[src/rtl/uart_rx_fifo_pkg.sv]
// rtl/uart_rx_fifo_pkg.sv - shared UART constants and types
//
// Purpose: constants shared by the UART RX controller and the RX-side FIFO
//          so both agree on byte width and default buffer depth.
// Ports:   none (package).

package uart_rx_fifo_pkg;

  // Width of one UART character as produced by the RX controller.
  localparam int UART_DATA_W = 8;

  // Default number of buffered RX bytes; must be a power of two, >= 2.
  localparam int UART_RXFIFO_DEPTH = 16;

  typedef logic [UART_DATA_W-1:0] uart_byte_t;

endpackage

[src/rtl/uart_rx_fifo_if.sv]
// rtl/uart_rx_fifo_if.sv - RX byte capture and FWFT consumer interface
//
// Purpose: bundles the RX-controller strobe side, the first-word-fall-through
//          consumer side and the status flags of the RX FIFO.
// Signals:
//   rx_done, rx_data       byte strobe and byte from the RX controller
//   m_valid, m_data        head entry towards the consumer
//   m_ready                consumer accepts head when m_valid & m_ready
//   count, full, empty     occupancy status
//   overflow, clr_overflow sticky overrun flag and its single-cycle clear
// Modports:
//   master  environment side (RX controller + consumer)
//   slave   FIFO side

interface uart_rx_fifo_if
  import uart_rx_fifo_pkg::*;
#(
  parameter int DEPTH  = UART_RXFIFO_DEPTH,
  parameter int DATA_W = UART_DATA_W
);

  localparam int ADDR_W = $clog2(DEPTH);

  logic              rx_done;
  logic [DATA_W-1:0] rx_data;
  logic              m_valid;
  logic [DATA_W-1:0] m_data;
  logic              m_ready;
  logic [ADDR_W:0]   count;
  logic              full;
  logic              empty;
  logic              overflow;
  logic              clr_overflow;

  modport master (
    output rx_done, rx_data, m_ready, clr_overflow,
    input  m_valid, m_data, count, full, empty, overflow
  );

  modport slave (
    input  rx_done, rx_data, m_ready, clr_overflow,
    output m_valid, m_data, count, full, empty, overflow
  );

endinterface

[src/rtl/uart_fifo_mem.sv]
// rtl/uart_fifo_mem.sv - DEPTH x DATA_W register array for UART FIFOs
//
// Purpose: dual-port storage, synchronous write and asynchronous read.
//          Contents are deliberately not reset; the owning FIFO tracks
//          validity through its pointers.
// Ports:
//   clk    clock
//   we     write enable
//   waddr  write address
//   wdata  write data
//   raddr  read address
//   rdata  combinational read data at raddr

module uart_fifo_mem #(
  parameter int DEPTH  = 16,
  parameter int DATA_W = 8,
  parameter int ADDR_W = $clog2(DEPTH)
) (
  input  logic              clk,
  input  logic              we,
  input  logic [ADDR_W-1:0] waddr,
  input  logic [DATA_W-1:0] wdata,
  input  logic [ADDR_W-1:0] raddr,
  output logic [DATA_W-1:0] rdata
);

  logic [DATA_W-1:0] mem [DEPTH];

  always_ff @(posedge clk) begin
    if (we) begin
      mem[waddr] <= wdata;
    end
  end

  assign rdata = mem[raddr];

endmodule

[src/rtl/uart_rx_fifo.sv]
// rtl/uart_rx_fifo.sv - UART receive byte FIFO with FWFT output
//
// Purpose: captures each byte strobed by the RX controller into a circular
//          buffer, presents the oldest byte first-word-fall-through, reports
//          occupancy and flags overrun when a byte arrives while full.
// Ports:
//   clk    system clock
//   reset  asynchronous, active-high reset; discards all contents
//   bus    uart_rx_fifo_if.slave: rx_done/rx_data in, m_valid/m_data/m_ready
//          consumer handshake, count/full/empty/overflow status,
//          clr_overflow clear input
//
// DEPTH must be a power of two and at least 2.

module uart_rx_fifo
  import uart_rx_fifo_pkg::*;
#(
  parameter int DEPTH  = UART_RXFIFO_DEPTH,
  parameter int DATA_W = UART_DATA_W
) (
  input  logic           clk,
  input  logic           reset,
  uart_rx_fifo_if.slave  bus
);

  localparam int ADDR_W = $clog2(DEPTH);

  // Pointers carry one extra wrap bit so full and empty are distinguishable.
  logic [ADDR_W:0]   wr_ptr;
  logic [ADDR_W:0]   rd_ptr;
  logic [ADDR_W:0]   wr_nxt;
  logic [ADDR_W:0]   rd_nxt;

  logic [ADDR_W:0]   count_q;
  logic              full_q;
  logic              empty_q;
  logic              m_valid_q;
  logic [DATA_W-1:0] m_data_q;
  logic              overflow_q;

  logic              push;
  logic              pop;
  logic              ovf_set;
  logic [DATA_W-1:0] head_rd;
  logic [DATA_W-1:0] head_nxt;

  assign pop     = m_valid_q & bus.m_ready;
  // A pop in the same cycle frees a slot, so a full FIFO can still accept.
  assign push    = bus.rx_done & (~full_q | pop);
  assign ovf_set = bus.rx_done & full_q & ~pop;

  assign wr_nxt  = wr_ptr + {{ADDR_W{1'b0}}, push};
  assign rd_nxt  = rd_ptr + {{ADDR_W{1'b0}}, pop};

  uart_fifo_mem #(
    .DEPTH  (DEPTH),
    .DATA_W (DATA_W),
    .ADDR_W (ADDR_W)
  ) u_mem (
    .clk   (clk),
    .we    (push),
    .waddr (wr_ptr[ADDR_W-1:0]),
    .wdata (bus.rx_data),
    .raddr (rd_nxt[ADDR_W-1:0]),
    .rdata (head_rd)
  );

  // The output register is loaded with the entry that will be at the head
  // after this edge. If that entry is the byte being written right now it is
  // not in the array yet, so it is forwarded straight from rx_data.
  assign head_nxt = (push && (rd_nxt == wr_ptr)) ? bus.rx_data : head_rd;

  always_ff @(posedge clk or posedge reset) begin
    if (reset) begin
      wr_ptr     <= '0;
      rd_ptr     <= '0;
      count_q    <= '0;
      full_q     <= 1'b0;
      empty_q    <= 1'b1;
      m_valid_q  <= 1'b0;
      m_data_q   <= '0;
      overflow_q <= 1'b0;
    end else begin
      wr_ptr    <= wr_nxt;
      rd_ptr    <= rd_nxt;
      count_q   <= wr_nxt - rd_nxt;
      empty_q   <= (wr_nxt == rd_nxt);
      m_valid_q <= (wr_nxt != rd_nxt);
      full_q    <= (wr_nxt[ADDR_W-1:0] == rd_nxt[ADDR_W-1:0]) &&
                   (wr_nxt[ADDR_W] != rd_nxt[ADDR_W]);
      // When the FIFO drains to empty the last value is simply held.
      if (wr_nxt != rd_nxt) begin
        m_data_q <= head_nxt;
      end
      // A new overrun in the clearing cycle wins over the clear.
      overflow_q <= ovf_set | (overflow_q & ~bus.clr_overflow);
    end
  end

  assign bus.m_valid  = m_valid_q;
  assign bus.m_data   = m_data_q;
  assign bus.count    = count_q;
  assign bus.full     = full_q;
  assign bus.empty    = empty_q;
  assign bus.overflow = overflow_q;

endmodule

[src/flat_wrapper.sv]
// flat-port wrapper written by rule: the top's interface ports become plain ports
module uart_rx_fifo_flat import uart_rx_fifo_pkg::*;
#(
  parameter int DEPTH  = UART_RXFIFO_DEPTH,
  parameter int DATA_W = UART_DATA_W
)
  (clk, reset, bus_rx_done, bus_rx_data, bus_m_ready, bus_clr_overflow, bus_m_valid, bus_m_data, bus_count, bus_full, bus_empty, bus_overflow);
  uart_rx_fifo_if #(.DEPTH(DEPTH), .DATA_W(DATA_W)) bus_i ();
  input  logic clk;
  input  logic reset;
  input wire logic [$bits(bus_i.rx_done)-1:0] bus_rx_done;
  input wire logic [$bits(bus_i.rx_data)-1:0] bus_rx_data;
  input wire logic [$bits(bus_i.m_ready)-1:0] bus_m_ready;
  input wire logic [$bits(bus_i.clr_overflow)-1:0] bus_clr_overflow;
  output wire logic [$bits(bus_i.m_valid)-1:0] bus_m_valid;
  output wire logic [$bits(bus_i.m_data)-1:0] bus_m_data;
  output wire logic [$bits(bus_i.count)-1:0] bus_count;
  output wire logic [$bits(bus_i.full)-1:0] bus_full;
  output wire logic [$bits(bus_i.empty)-1:0] bus_empty;
  output wire logic [$bits(bus_i.overflow)-1:0] bus_overflow;
  assign bus_i.rx_done = bus_rx_done;
  assign bus_i.rx_data = bus_rx_data;
  assign bus_i.m_ready = bus_m_ready;
  assign bus_i.clr_overflow = bus_clr_overflow;
  assign bus_m_valid = bus_i.m_valid;
  assign bus_m_data = bus_i.m_data;
  assign bus_count = bus_i.count;
  assign bus_full = bus_i.full;
  assign bus_empty = bus_i.empty;
  assign bus_overflow = bus_i.overflow;
  uart_rx_fifo #(.DEPTH(DEPTH), .DATA_W(DATA_W)) u_core (.clk(clk), .reset(reset), .bus(bus_i));
endmodule
[config.mk]
export PLATFORM = sky130hd
export DESIGN_NAME = uart_rx_fifo_flat
export DESIGN_NICKNAME = d
export VERILOG_FILES = /design/src/rtl/uart_rx_fifo_pkg.sv /design/src/rtl/uart_rx_fifo_if.sv /design/src/rtl/uart_fifo_mem.sv /design/src/rtl/uart_rx_fifo.sv /design/src/flat_wrapper.sv
export SDC_FILE = /design/constraint.sdc
export NUM_CORES = 1
export LEC_CHECK = 0
export BUFFER_PORTS_ARGS = -buffer_cell sky130_fd_sc_hd__buf_2
export CORE_MARGIN = 2
export CORE_UTILIZATION = 41
export CTS_CLUSTER_DIAMETER = 100
export DETAILED_ROUTE_END_ITERATION = 8
export PLACE_DENSITY = 0.63
export SLEW_MARGIN = 25
export SYNTH_ARGS = -nofsm -noshare
export SYNTH_HDL_FRONTEND = slang
export SYNTH_SLANG_ARGS = --single-unit
[constraint.sdc]
create_clock -name clk -period 2.95 [get_ports clk]
set_input_delay 0.1475 -clock clk [delete_from_list [all_inputs] [get_ports clk]]
set_output_delay 0.1475 -clock clk [all_outputs]
set_load 0.05 [all_outputs]
==> load_flow_metrics.sql <==
INSERT INTO impl_metrics (metric_group, metric, value, unit) VALUES
('clock_network', 'post_cts_resized', '0', ''),
('job', 'max-cap-violations', '0', ''),
('timing', 'worst_pin_slew', '0.864', 'ns'),
('timing', 'timing.slew.headroom', '42.2', '%'),
('detailed_routing', 'wl_cell', '20.2', 'µm'),
('synthesis', 'ys_seq_elements', '155', ''),
('clock_network', 'clock_path_buffers', '2', ''),
('layout', 'final_non_filler_cell_area', '0.00752', 'mm²'),
('placed_design', 'portBuffers', '29', ''),
('die', 'core_area', '0.0153', 'mm²'),
('detailed_routing', 'via_per_inst', '5.33', ''),
('global_route', 'grt_pass1_vias', '3906', ''),
('synthesis', 'share_of_flip_flops_with_an_asynchronous_set_or_reset', '17.4', '%'),
('detailed_routing', 'first_pass_iters', '5', ''),
('synthesis', 'yosys.area.top_type', 'sky130_fd_sc_hd__edfxtp_1', ''),
('layout', 'postLayoutCoreUtil', '49.3', '%'),
('detailed_routing', 'post-route-drc-count', '0', ''),
('setup_path', 'timing.reg2reg.worst_path_depth', '13', ''),
('synthesis', 'postSynthCellCount', '443', ''),
('layout', 'antenna-diode-count', '0', ''),
('die', 'row_count', '45', ''),
('setup_path', 'timing.critical_path.fanout_max', '18', ''),
('synthesis', 'synth_top_cells_by_count', 'sky130_fd_sc_hd__edfxtp_1, sky130_fd_sc_hd__nor2_1, sky130_fd_sc_hd__nand2_1, sky130_fd_sc_hd__dfrtp_1, sky130_fd_sc_hd__inv_1', ''),
('timing', 'clock-skew-final', '0.00921', 'ns'),
('power_and_ir_drop', 'power.leakage', '2.76', 'nW'),
('layout', 'stdcell_count', '715', ''),
('detailed_routing', 'drtAntennaViolNets', '0', ''),
('timing', 'whs', '0.156', 'ns'),
('global_route', 'gr-usage-all-layers', '18.7', '%'),
('die', 'initial_core_util', '42.1', '%'),
('clock_network', 'cts.clk_slew.worst_paths', '0.06', 'ns'),
('setup_path', 'data_arrival_time_of_the_critical_path', '2.94', 'ns'),
('hold_path', 'hold_path_class', 'in2reg', ''),
('global_route', 'maximum_number_of_pins_on_one_net_before_global_route_repair', '28', ''),
('timing', 'max_clock_freq', '374', 'MHz'),
('timing', 'grt_setup_unrepaired', 'no', ''),
('clock_network', 'postCtsSetupBuffers', '0', ''),
('clock_network', 'worstSkewPairLatency', '0.42', 'ns'),
('detailed_routing', 'vias_after_detailed_routing', '3809', ''),
('synthesis', 'synth.cell_area', '0.00642', 'mm²'),
('synthesis', 'synth_largest_type_area_fraction', '59.9', '%'),
('global_route', 'number_of_antenna_violations_at_the_first_check_in_global_routing', '0', ''),
('layout', 'layout-drive-gt1-share', '19.6', '%'),
('die', 'chipHeight', '129', 'µm'),
('global_route', 'grt_pass1_wl', '22.4', 'mm'),
('die', 'area_enclosed_by_the_die_boundary', '0.0167', 'mm²'),
('setup_path', 'path_common_cell', 'sky130_fd_sc_hd__nand2_1', ''),
('setup_path', 'critPathRequiredTime', '3.21', 'ns'),
('synthesis', 'synthFlopType', 'sky130_fd_sc_hd__edfxtp_1', ''),
('clock_network', 'post_cts_hold_buffer_count', '3', ''),
('power_and_ir_drop', 'power_density', '1230', 'mW/mm²'),
('synthesis', 'post-synth-top-count-cell', 'sky130_fd_sc_hd__edfxtp_1', ''),
('detailed_routing', 'drt_wl_total', '14.4', 'mm'),
('setup_path', 'cp-end-kind', 'flip-flop', ''),
('power_and_ir_drop', 'vdd.ir_drop.worst', '505', 'µV'),
('run_status', 'run_status', 'complete, no violations', ''),
('clock_network', 'cts_htree_levels', '4', ''),
('synthesis', 'syn_avg_cell_area', '14.5', 'µm²'),
('layout', 'flow.area_growth_from_synthesis', '17.2', '%'),
('timing', 'final_critical_path_setup_slack', '0.273', 'ns'),
('layout', 'nets', '512', ''),
('clock_network', 'tritoncts.num_buffers', '17', ''),
('synthesis', 'syn_nets', '464', ''),
('die', 'fp.dieW', '129', 'µm'),
('clock_network', 'numClockSinks', '155', ''),
('timing', 'final-hold-violation-count', '0', ''),
('power_and_ir_drop', 'p_total', '9.29', 'mW'),
('synthesis', 'synth_sequential_area_ratio', '70.4', '%'),
('setup_path', 'crit_path_max_delay_cell_type', 'sky130_fd_sc_hd__dfrtp_2', ''),
('global_route', 'grt.overflow.total', '0', ''),
('timing', 'final_worst_path_period_share', '90.7', '%');
[path summary, 6_finish.rpt]
path	startpoint	to	slack (ns)
hold reg to reg	u_core.wr_ptr[4]	u_core.wr_ptr[4]	0.55
hold / removal	bus_rx_data[7]	u_core.u_mem.mem[4][7]	0.16
min in group asynchronous	reset	u_core.bus.count[4]	0.34
setup / recovery	u_core.bus.m_valid	u_core.bus.m_data[1]	0.27
setup reg to reg	u_core.bus.m_valid	u_core.bus.m_data[1]	0.27
max in group asynchronous	reset	u_core.bus.m_valid	2.20
[worst max-delay path: cells and delay by family (launching register included)]
| family | cells | cell delay [ns] |
|---|---|---|
| adders and majority gates | 2 | 0.60 |
| DFF | 1 | 0.41 |
| buffers and inverters | 2 | 0.18 |
| xor gates and xnor gates | 1 | 0.09 |
| and+or+nand+nor | 7 | 1.14 |
| AOI/OAI and AO/OA | 1 | 0.08 |
[where the power goes]
group	total [mW]	internal, mW	switching [mW]
sequential	3.01	2.79	0.222
clock	2.19	1.38	0.811
combinational	4.09	1.59	2.50
[final cells by class]
class                   count  area [µm²]
clock buffers              26         519
clock inverters             6        82.6
fillers                  1325        7730
inverters                  18        67.6
multi-input cells         249        1730
flip-flops and latches    155        4520
well taps                 211         264
repair buffers             50         335
[sequential cells by signal, summed over array words and instances (netlist names)]
| name | flops |
|---|---|
| u_core.rd_ptr | 5 |
| u_core.wr_ptr | 5 |
| u_core.bus.count | 5 |
| u_core.u_mem.mem | 128 |
| u_core.bus.full | 1 |
| u_core.bus.empty | 1 |
| u_core.bus.m_data | 8 |
| u_core.bus.m_valid | 1 |
| u_core.bus.overflow | 1 |
[logic make-up after synthesis]
logic type / synth area share (%)
flops: 70.4
buf+inv: 2.79
mux: 6.86
simple gates: 9.37
fa+ha+maj: 1.68
compound gates: 6.47
xor+xnor: 2.44
[placed cells by master, fill, tap and decap left out, drive strengths merged]
cell type	n
edfxtp	128
nor2	63
buf	47
nand2	39
dfrtp	26
clkbuf	26
inv	17
mux4	16
o21ai	16
xnor2	11
nand4	10
a21oi	10
and3	9
a211oi	8
o22ai	8
mux2i	8
a31oi	8
a2111o	7
ha	7
nor3	7
xor2	6
nand3	5
clkinv	4
dlygate4sd3	3
or3	2
nand2b	2
bufinv	2
a21o	1
a21boi	1
o21a	1
o2111a	1
a2111oi	1
or4	1
fa	1
clkinvlp	1
dfstp	1
[layer usage]
metal | track usage (%) | wire, µm | vias to the layer above
li1 | - | - | 1754
met1 | 24.8 | 6490 | 1920
met2 | 29.1 | 6830 | 111
met3 | 5.95 | 806 | 24
met4 | 6.59 | 307 | 0
met5 | 0 | 0 | -
Note: power is estimated with default switching activity, not from simulation.
